--- src/rtl/mfp_line_engine.sv ---
// mfp_line_engine: Bresenham line rasteriser emitting one pixel per valid/ready handshake
module mfp_line_engine #(
  parameter int COORD_W = 13
) (
  input  logic               HCLK,
  input  logic               HRESETn,
  input  logic [COORD_W-1:0] line_x0,
  input  logic [COORD_W-1:0] line_y0,
  input  logic [COORD_W-1:0] line_x1,
  input  logic [COORD_W-1:0] line_y1,
  input  logic               line_start,
  input  logic               line_reset,
  output logic               line_finish,
  output logic [COORD_W-1:0] pix_x,
  output logic [COORD_W-1:0] pix_y,
  output logic               pix_valid,
  input  logic               pix_ready,
  output logic [COORD_W:0]   pix_count
);
  localparam logic [1:0] IDLE = 2'd0, SETUP = 2'd1, DRAW = 2'd2, DONE = 2'd3;
  localparam logic [COORD_W-1:0] unit = 1;
  localparam logic [COORD_W:0] unit_c = 1;
  logic [1:0] state;
  logic start_q;
  logic [COORD_W-1:0] x0_r, y0_r, x1_r, y1_r, cur_x, cur_y, adx, ady;
  logic signed [COORD_W:0] dx, dy;
  logic signed [COORD_W+1:0] err, err_x, err_y;
  logic signed [COORD_W+2:0] e2, dx_w, dy_w;
  logic sx_neg, sy_neg, start_edge, at_end, step_x, step_y;
  assign start_edge = line_start & ~start_q;
  assign at_end = (cur_x == x1_r) && (cur_y == y1_r);
  assign adx = (x1_r >= x0_r) ? x1_r - x0_r : x0_r - x1_r;
  assign ady = (y1_r >= y0_r) ? y1_r - y0_r : y0_r - y1_r;
  // e2 is 2*err widened by one bit so the doubling can never overflow
  assign e2 = {err, 1'b0};
  assign dx_w = {{2{dx[COORD_W]}}, dx};
  assign dy_w = {{2{dy[COORD_W]}}, dy};
  assign step_x = e2 >= dy_w;
  assign step_y = e2 <= dx_w;
  assign err_x = step_x ? dy_w[COORD_W+1:0] : '0;
  assign err_y = step_y ? dx_w[COORD_W+1:0] : '0;
  assign pix_valid = (state == DRAW);
  assign pix_x = cur_x;
  assign pix_y = cur_y;
  // line FSM: latch endpoints, set up Bresenham terms, step one pixel per accepted handshake
  always_ff @(posedge HCLK or negedge HRESETn) begin
    if (!HRESETn) begin
      state <= IDLE;
      start_q <= 1'b0;
      line_finish <= 1'b0;
      pix_count <= '0;
      {x0_r, y0_r, x1_r, y1_r, cur_x, cur_y} <= '0;
      {dx, dy, err, sx_neg, sy_neg} <= '0;
    end else begin
      start_q <= line_start;
      if (line_reset) begin
        state <= IDLE;
        line_finish <= 1'b0;
        pix_count <= '0;
      end else begin
        case (state)
          IDLE: if (start_edge) begin
            {x0_r, y0_r, x1_r, y1_r} <= {line_x0, line_y0, line_x1, line_y1};
            line_finish <= 1'b0;
            pix_count <= '0;
            state <= SETUP;
          end
          SETUP: begin
            dx <= {1'b0, adx};
            dy <= '0 - {1'b0, ady};
            err <= {2'b00, adx} - {2'b00, ady};
            sx_neg <= !(x0_r < x1_r);
            sy_neg <= !(y0_r < y1_r);
            cur_x <= x0_r;
            cur_y <= y0_r;
            state <= DRAW;
          end
          DRAW: if (pix_ready) begin
            pix_count <= pix_count + unit_c;
            if (at_end) begin
              state <= DONE;
              line_finish <= 1'b1;
            end else begin
              err <= err + err_x + err_y;
              if (step_x) cur_x <= sx_neg ? cur_x - unit : cur_x + unit;
              if (step_y) cur_y <= sy_neg ? cur_y - unit : cur_y + unit;
            end
          end
          default: state <= IDLE;
        endcase
      end
    end
  end
endmodule

--- config.mk ---
export PLATFORM = sky130hd
export DESIGN_NAME = mfp_line_engine
export DESIGN_NICKNAME = d
export VERILOG_FILES = /design/src/rtl/mfp_line_engine.sv
export SDC_FILE = /design/constraint.sdc
export NUM_CORES = 1
export LEC_CHECK = 0
export BUFFER_PORTS_ARGS = -buffer_cell sky130_fd_sc_hd__buf_2
export CAP_MARGIN = 30
export CORE_MARGIN = 3
export CORE_UTILIZATION = 35
export CTS_BUF_LIST = sky130_fd_sc_hd__clkbuf_4 sky130_fd_sc_hd__clkbuf_8
export DETAILED_ROUTE_END_ITERATION = 10
export PLACE_DENSITY_LB_ADDON = 0.08
export SLEW_MARGIN = 20
export SYNTH_ARGS = -nofsm -noshare
export SYNTH_HDL_FRONTEND = slang
export SYNTH_SLANG_ARGS = --single-unit
--- constraint.sdc ---
create_clock -name HCLK -period 7.83 [get_ports HCLK]
set_clock_uncertainty 0.2 [all_clocks]
set_input_delay 1.9575 -clock HCLK [delete_from_list [all_inputs] [get_ports HCLK]]
set_output_delay 1.9575 -clock HCLK [all_outputs]
set_load 0.02 [all_outputs]
==> results of run 1 <==
layer usage:
layer / vias up / GRT usage
li1: 5067 / -
met1: 4819 / 0.300
met2: 186 / 0.314
met3: 26 / 0.0248
met4: 0 / 0.0497
met5: - / 0
worst paths after layout:
check / start / to / slack, ps
worst max-delay path: err[0]$_DFFE_PN0P_ / err[13]$_DFFE_PN0P_ / 2370
worst min register to register: dy[12]$_DFFE_PN0P_ / dy[12]$_DFFE_PN0P_ / 280
worst min-delay path: dy[12]$_DFFE_PN0P_ / dy[12]$_DFFE_PN0P_ / 280
min in group asynchronous: HRESETn / pix_count[11]$_DFFE_PN0P_ / 1350
worst max register to register: err[0]$_DFFE_PN0P_ / err[13]$_DFFE_PN0P_ / 2370
max in group asynchronous: HRESETn / x0_r[5]$_DFFE_PN0P_ / 4720
flip-flops by register name, summed over array words and instances, names as in the netlist:
name,cells
dx,13
dy,14
err,15
line_finish,1
pix_count,14
pix_x,13
pix_y,13
start_q,1
state,2
sx_neg,1
sy_neg,1
x0_r,13
x1_r,13
y0_r,13
y1_r,13
cell type report:
cell class | count | area share
inverter | 128 | 0.0357
multi-input combinational | 1093 | 0.583
timing repair buffer | 112 | 0.0466
clock buffer | 20 | 0.0200
clock inverter | 11 | 0.0125
tap | 448 | 0.0417
sequential | 140 | 0.260
stage by stage:
step | setup slack [ps] | utilization | area (um^2) | std cells | hold WS [ps]
final | 2370 | 0.398 | 13400 | 1952 | 283
after global routing | 1950 | 0.398 | 13400 | 1952 | 312
after global placement | 2430 | 0.384 | 13000 | 1918 | 265
after detailed placement | 2390 | 0.384 | 13000 | 1919 | 270
after floorplan | 2820 | - | 12100 | 1417 | 250
after CTS | 2360 | 0.397 | 13400 | 1950 | 292
worst register-to-register path, stage by stage, from the launching register on:
cell and delay, ps:
dfrtp_1 410, ha_1 270, nor2b_1 130, o21a_1 160, o21a_1 160, o21ai_0 180
a211oi_1 150, nor3_1 440, xnor2_1 180, buf_4 240, nor2_1 90, fa_1 460
ha_1 240, fa_1 410, a21o_1 200, a21oi_1 220, nor2b_1 70, o21ai_0 230
a21oi_1 130, a41oi_1 280, a21oi_1 110, xor2_1 150, a21oi_1 130, o21ai_0 90
cells in the mapped netlist, types with 4 or more instances:
cell       instances
nand2_1          146
dfrtp_1          140
ha_1             133
o21ai_0          129
inv_1            127
a21oi_1           94
nor2_1            91
xnor2_1           55
xor2_1            45
a21o_1            42
clkbuf_1          40
mux2i_1           39
nand3_1           25
nor2b_1           25
nor3_1            25
fa_1              21
nand2b_1          16
nand4_1           15
and2_1            14
o21a_1            11
mux2_2            10
o21ai_1            9
or3_1              9
a31oi_1            8
a211oi_1           7
nor4_1             7
o31ai_1            7
a21boi_0           6
and3_1             6
buf_6              6
o211ai_1           6
o21bai_1           6
buf_1              5
nand3b_1           5
o22ai_1            5
a2111oi_0          4
a211o_1            4
a41oi_1            4
or2_2              4
cells by family (layout without fill, tap and decap cells):
kind of cell             after synthesis  in the layout  share of synthesized area
buffers and inverters                184            271                     0.0619
AO/OA/AOI/OAI                        379            379                      0.195
adder cells (fa/ha/maj)              154            154                      0.173
multiplexers                          51             51                     0.0438
flip-flops                           140            140                      0.290
AND/OR/NAND/NOR                      408            408                      0.162
XOR/XNOR                             101            101                     0.0740
placed cells by master, fill, tap and decap left out, types with 25 or more instances in the layout:
master   count
nand2_1    146
dfrtp_1    140
ha_1       132
o21ai_0    129
inv_1      127
buf_2       98
a21oi_1     93
nor2_1      91
xnor2_1     55
xor2_1      45
a21o_1      42
mux2i_1     39
nand3_1     25
nor2b_1     25
nor3_1      25
==> impl_metrics.json, run 1 <==
{
  "status": "completed",
  "grt_overflow": 0,
  "drc": 0,
  "fin_setup_tns_ps": 0,
  "drv_slew": 0,
  "worstPathArrival_ps": 5600,
  "fin_crit_ps": 5460,
  "synth_area_leaders": "dfrtp_1, ha_1, o21ai_0, nand2_1, xnor2_1",
  "yosysSeqAreaShare": 0.290,
  "die_w_um": 192,
  "whs_path_depth": 2,
  "ys_ff_latch": 140,
  "grtUsageTotal": 0.203,
  "met2_length_um": 16400,
  "synth_cell_types": 82,
  "grt_max_degree": 93,
  "dr.first_iter.drc_count": 630,
  "grt_pass1_wl_um": 57700,
  "cp_slowest_stage_delay_ps": 460,
  "crit_buf_inv": 1,
  "grt_pass1_vias": 9996,
  "port_buffers": 98,
  "dieArea_um2": 36700,
  "antenna_found_initial": 0,
  "wl_met3_um": 1160,
  "path_depth": 23,
  "cts_tree": "done",
  "maxUsedRoutingLayer": "met4",
  "avgViaCountPerCell": 5.17,
  "cp_slowest_cell": "fa_1",
  "dp_hpwl_um": 28300,
  "ctsHoldBuffers": 0,
  "antenna_cells": 0,
  "io_pins": 99,
  "worstPathRequired_ps": 7970,
  "multi_input_area_um2": 7840,
  "vias": 10100,
  "cts_buffers": 17,
  "end_kind": "flop",
  "synth-main-ff-cell": "dfrtp_1",
  "synth_fp_nets": 1628,
  "max_cap_viol_count": 0,
  "async_flop_share": 1.00,
  "synth_cells": 1417,
  "period_share": 0.698,
  "ant_nets": 0,
  "num-fill-cells": 3532,
  "routed_wl_um": 36400,
  "start_kind": "flop",
  "syn_to_final_growth_pct": 11.5,
  "h-tree-depth": 4,
  "timing.max_slew.rel_slack": 0.417,
  "initial_utilization": 0.357,
  "register_area_um2": 3500,
  "clk_latency_ps": 490,
  "synth_top_area_share": 0.290,
  "core_area_um2": 33800,
  "hold_path.class": "flop to flop",
  "crit_type": "flop to flop",
  "die_y_um": 192,
  "finalSetupViolations": 0,
  "synth_edf_count": 0,
  "wl_met1_um": 18300,
  "grt_setup_unrepaired": "no",
  "numClockSinks": 140,
  "crit_chain": "ha_1 -> nor2b_1 -> o21a_1 -> o21a_1 -> o21ai_0 -> a211oi_1 -> nor3_1 -> xnor2_1 -> buf_4 -> nor2_1 -> fa_1 -> ha_1 -> fa_1 -> a21o_1 -> a21oi_1 -> nor2b_1 -> o21ai_0 -> a21oi_1 -> a41oi_1 -> a21oi_1 -> xor2_1 -> a21oi_1 -> o21ai_0",
  "crit_family": "compound AO/OA/AOI/OAI gates",
  "num-nets-final": 1703,
  "clockBufferDepth": 2,
  "wire_per_inst_um": 18.7,
  "cp_common_cell": "a21oi_1",
  "post-cts-setup-buffers": 0,
  "worstMarginPinSlew_ps": 869,
  "row_count": 67,
  "cts_root_buf": "clkbuf_8",
  "hold_violations": 0,
  "max_freq_mhz": 183,
  "clk_pin_slew_worst_paths_ps": 80,
  "first_pass_iters": 5,
  "cts_resized": 0,
  "cp_max_fo": 16,
  "gp_congestion": 0.840,
  "drive_gt1_frac": 0.120,
  "synth_area_um2": 12100,
  "synth_area_per_cell_um2": 8.51,
  "ys_warn_count": 0,
  "reg2reg_depth": 23,
  "yosysTopAreaCell": "dfrtp_1"
}
Power of run 1 is not shown: default switching activity piles up to over one toggle a cycle in this logic, so the estimate is an artifact.
==> run 2, diff against run 1 <==
- clock period: 7.83 -> 5.03 ns (I/O delays scaled with it)
==> run 2 against run 1 <==
Compared with the run above: final area is 6.1% higher; first-iteration DRC count is 26% lower; critical path depth stayed put; sequential cell count stayed put; worst setup slack worse by 2200 ps; critical path type unchanged; die area stayed put; via count is 3.2% higher; register-to-register slack worse by 2200 ps; global-route usage is 0.62 points higher; routed wire length is 3.1% higher.
==> impl_metrics.json, run 2 (same netlist as run 1, synthesis figures left out) <==
{
  "clk_pin_slew_worst_paths_ps": 80,
  "drive_gt1_frac": 0.193,
  "end_kind": "flop",
  "dr.first_iter.drc_count": 469,
  "clk_latency_ps": 490,
  "ctsHoldBuffers": 0,
  "hold-worst-slack_ps": 288,
  "start_kind": "flop",
  "hold_violations": 0,
  "grtUsageTotal": 0.209,
  "grt_max_degree": 105,
  "final_cell_mix": "nand2_1, dfrtp_1, ha_1",
  "clockBufferDepth": 2,
  "cts_root_buf": "clkbuf_8",
  "fin_crit_ps": 4830,
  "largest-register": "err",
  "grt_overflow": 0,
  "first_pass_iters": 5,
  "antenna_cells": 0,
  "dieArea_um2": 36700,
  "worstPathArrival_ps": 5020,
  "io_pins": 99,
  "cp_max_fo": 6,
  "cts_buffers": 17,
  "routed_wl_um": 37500,
  "finalSetupViolations": 0,
  "largest_reg_flops": 15,
  "hold_path.class": "flop to flop",
  "antenna_found_initial": 0,
  "register_area_um2": 3500,
  "row_count": 67,
  "multi_input_area_um2": 8010,
  "grt_setup_unrepaired": "yes",
  "status": "completed",
  "max_cap_viol_count": 0,
  "period_share": 0.960,
  "core_area_um2": 33800,
  "reg.largest.list": "err: 15 flops, dy: 14 flops, pix_count: 14 flops",
  "setup_slack_ps": 199,
  "gp_congestion": 0.851,
  "grt_pass1_vias": 10400,
  "ant_nets": 0,
  "die_y_um": 192,
  "vias": 10400,
  "drv_slew": 0,
  "num-nets-final": 1797,
  "worstMarginPinSlew_ps": 849,
  "wire_per_inst_um": 18.3,
  "num-fill-cells": 3451,
  "max_freq_mhz": 207,
  "dp_hpwl_um": 29500,
  "cts_tree": "done",
  "grt_pass1_wl_um": 59400,
  "reg2reg_slack_ps": 200,
  "drc": 0,
  "layout_commonest_cell": "nand2_1",
  "initial_utilization": 0.357,
  "syn_to_final_growth_pct": 18.3,
  "numClockSinks": 140,
  "die_w_um": 192,
  "avgViaCountPerCell": 5.09,
  "h-tree-depth": 4,
  "timing.max_slew.rel_slack": 0.434,
  "crit_type": "flop to flop",
  "worstPathRequired_ps": 5220,
  "port_buffers": 98,
  "pre_cts_ws_ps": -48.2
}
run 2: cell types whose count changed in the layout (fill, tap and decap cells not counted), moves of 6 or more:
cell,change
a21oi_1,-7
buf_4,+93
a21oi_2,+7
ha_1,-6
o21ai_0,-8
o21ai_1,+7
run 2: path summary, 6_finish.rpt:
check,startpoint,to,cells after the start
hold / removal,dy[2]$_DFFE_PN0P_,dy[2]$_DFFE_PN0P_,2
setup / recovery,dy[9]$_DFFE_PN0P_,err[14]$_DFFE_PN0P_,23
max in group asynchronous,HRESETn,x1_r[9]$_DFFE_PN0P_,2
hold reg to reg,dy[2]$_DFFE_PN0P_,dy[2]$_DFFE_PN0P_,2
setup reg to reg,dy[9]$_DFFE_PN0P_,err[14]$_DFFE_PN0P_,23
min in group asynchronous,HRESETn,pix_count[12]$_DFFE_PN0P_,1
run 2: cell type report:
class,count,area share
Tap cell,448,0.0393
Clock buffer,21,0.0189
Multi-Input combinational cell,1093,0.561
Timing Repair Buffer,206,0.0934
Inverter,128,0.0337
Clock inverter,11,0.00841
Sequential cell,140,0.245
run 2: per-stage QoR:
stage          instances  utilization  TNS [ps]  area, um^2
2_1_floorplan       1417            -         0       12100
3_3_place_gp        2001        0.403         0       13600
3_5_place_dp        2002        0.403     -48.2       13600
4_1_cts             2034        0.415         0       14000
5_1_grt             2047        0.423     -55.8       14300
6_report            2047        0.423         0       14300
run 2: timing repair:
action,CTS,global route
resized for setup,3,42
hold endpoints to repair,0,0
buffers inserted,0,13
pin swaps,0,14
endpoints found under the setup margin,2,6
run 2: worst max-delay path: stages (launching register included):
cell	delay, ps
dfrtp_1	350
inv_1	50
ha_1	310
a21o_1	170
a21oi_1	150
nor2b_1	70
o21a_1	170
o21a_1	200
nor3_4	240
xnor2_2	140
buf_4	150
buf_4	160
nand2b_1	180
fa_1	500
inv_1	40
ha_1	230
a21o_1	170
a31o_2	230
a41oi_2	240
a21oi_2	100
a21o_1	180
a21oi_1	170
xor2_1	80
o31ai_1	240
run 2: layer usage:
layer | GRT usage | up-vias | routed length, um
met4 | 0.0584 | 0 | 701
met2 | 0.313 | 153 | 16300
li1 | - | 5266 | -
met3 | 0.0314 | 36 | 1190
met5 | 0 | - | 0
met1 | 0.312 | 4966 | 19400
Power of run 2 is left out for the same reason.
==> run 3, diff against run 2 <==
- MAX_ROUTING_LAYER: default -> met4
- REMOVE_ABC_BUFFERS: default -> 1
==> run 3 against run 2 <==
Compared with the run above: register-to-register slack better by 80 ps; final cell count about the same; global-route usage up 0.41 points; maximum frequency up 1.7%; die area unchanged; first-iteration DRC count up 21%; routed wire length down 1.6%; critical path depth down 3; count of clock-buffer cells in the layout unchanged; final area up 0.26%; via count about the same; sequential cell count unchanged; highest routed layer unchanged.
==> impl_metrics.json, run 3 (same netlist as run 1, synthesis figures left out) <==
{
  "numClockSinks": 140,
  "dp_cells": 2005,
  "row_count": 67,
  "layout_commonest_cell": "nand2_1",
  "cp_max_fo": 12,
  "layout.cells.non_filler": 2045,
  "rr_startpoint": "err[8]$_DFFE_PN0P_",
  "grt_pass1_wl_um": 58800,
  "largest_reg_flops": 15,
  "clk_latency_ps": 480,
  "grt.met1_usage": 0.307,
  "ctsHoldBuffers": 0,
  "worstMarginPinSlew_ps": 897,
  "finalSetupViolations": 0,
  "syn_to_final_growth_pct": 18.6,
  "crit_type": "flop to flop",
  "cp-startpoint": "err[8]$_DFFE_PN0P_",
  "io_pins": 99,
  "timing.max_slew.rel_slack": 0.394,
  "clk_pin_slew_worst_paths_ps": 90,
  "fin_crit_ps": 4750,
  "cts_buffers": 17,
  "hold_path.class": "flop to flop",
  "worstPathArrival_ps": 4950,
  "drc": 0,
  "gp_congestion": 0.844,
  "use_met3": 0.0338,
  "dp_hpwl_um": 28900,
  "max_cap_viol_count": 0,
  "drive_gt1_frac": 0.190,
  "final_cell_mix": "nand2_1, dfrtp_1, inv_1, ha_1, o21ai_0",
  "vias": 10400,
  "die_y_um": 192,
  "initial_utilization": 0.357,
  "use_met2": 0.319,
  "antenna_found_initial": 0,
  "end_kind": "flop",
  "grt_overflow": 0,
  "core_area_um2": 33800,
  "start_kind": "flop",
  "grtUsageTotal": 0.213,
  "hold_violations": 0,
  "grt_max_degree": 105,
  "port_buffers": 98,
  "first_pass_iters": 5,
  "dr.first_iter.drc_count": 566,
  "reg2reg_depth": 20,
  "reg2reg_slack_ps": 280,
  "antenna_cells": 0,
  "drv_slew": 0,
  "routed_wl_um": 36900,
  "worstPathRequired_ps": 5220,
  "cp-endpoint": "err[14]$_DFFE_PN0P_",
  "largest-register": "err",
  "dieArea_um2": 36700,
  "period_share": 0.945,
  "ant_nets": 0,
  "avgViaCountPerCell": 5.10,
  "cts_root_buf": "clkbuf_8",
  "dpl_cell_area_um2": 13600,
  "status": "completed",
  "num-nets-final": 1795,
  "top_usage_layer": "met2",
  "clockBufferDepth": 2,
  "r2r-end": "err[14]$_DFFE_PN0P_",
  "wire_per_inst_um": 18.1,
  "finalInstanceArea_um2": 14300,
  "h-tree-depth": 4,
  "cts_tree": "done",
  "die_w_um": 192,
  "reg.largest.list": "err: 15 flops, dy: 14 flops, pix_count: 14 flops",
  "max_freq_mhz": 210,
  "grt_pass1_vias": 10400
}
## run 3: changes by cell type in the layout (fill, tap and decap cells not counted), sizes merged
cell / before / now
buf: 206 / 204
bufinv: 2 / 4
clkinvlp: 3 / 1
## run 3: critical path, cell delays in order (launching register included)
cell,delay (ps)
dfrtp_1,390
buf_4,150
ha_1,290
a21o_1,190
a21o_1,170
a21o_1,170
a21oi_1,200
a221o_1,240
buf_4,210
and2_1,170
fa_1,430
ha_1,370
a21oi_2,180
o21bai_1,100
a31o_2,280
a41oi_2,210
a21oi_1,110
a21o_1,200
a21oi_2,140
xor2_1,70
o31ai_1,220
## run 3: layout make-up
| type | count | area [um^2] |
|---|---|---|
| Fill cell | 3495 | 19500 |
| Inverter | 128 | 480 |
| Multi-Input combinational cell | 1093 | 7990 |
| Sequential cell | 140 | 3500 |
| Clock inverter | 11 | 165 |
| Timing Repair Buffer | 204 | 1330 |
| Clock buffer | 21 | 283 |
| Tap cell | 448 | 561 |
## run 3: what timing repair did
item / CTS / global route
gates resized for setup: 2 / 35
setup endpoints to repair: 3 / 6
setup buffers: 0 / 7
pin swaps: 0 / 15
## run 3: layer usage
layer  vias up  share of wire
met1      5002           0.51
met5         -              0
met2       152           0.45
met3        23          0.030
met4         0          0.010
li1       5250              -
## run 3: worst min-delay path by stage
stage | start | to | slack [ps] | depth (start not counted)
after floorplan | dy[2]$_DFFE_PN0P_ | dy[2]$_DFFE_PN0P_ | 250 | 2
after global placement | dy[2]$_DFFE_PN0P_ | dy[2]$_DFFE_PN0P_ | 260 | 2
after detailed placement | dy[3]$_DFFE_PN0P_ | dy[3]$_DFFE_PN0P_ | 270 | 2
after CTS | dy[3]$_DFFE_PN0P_ | dy[3]$_DFFE_PN0P_ | 290 | 2
after global routing | dy[10]$_DFFE_PN0P_ | dy[10]$_DFFE_PN0P_ | 330 | 2
final | dy[3]$_DFFE_PN0P_ | dy[3]$_DFFE_PN0P_ | 280 | 2
## run 3: per-stage QoR
stage               hold slack (ps)  utilization  TNS, ps  worst slack (ps)
detailed placement              272        0.404     -193             -97.3
finish                          283        0.424        0               278
CTS                             292        0.417        0              4.30
global route                    330        0.424    -7.37             -7.37
floorplan                       250            -   -98750             -1820
global placement                265        0.404    -56.0             -56.0
Power of run 3 is left out for the same reason.
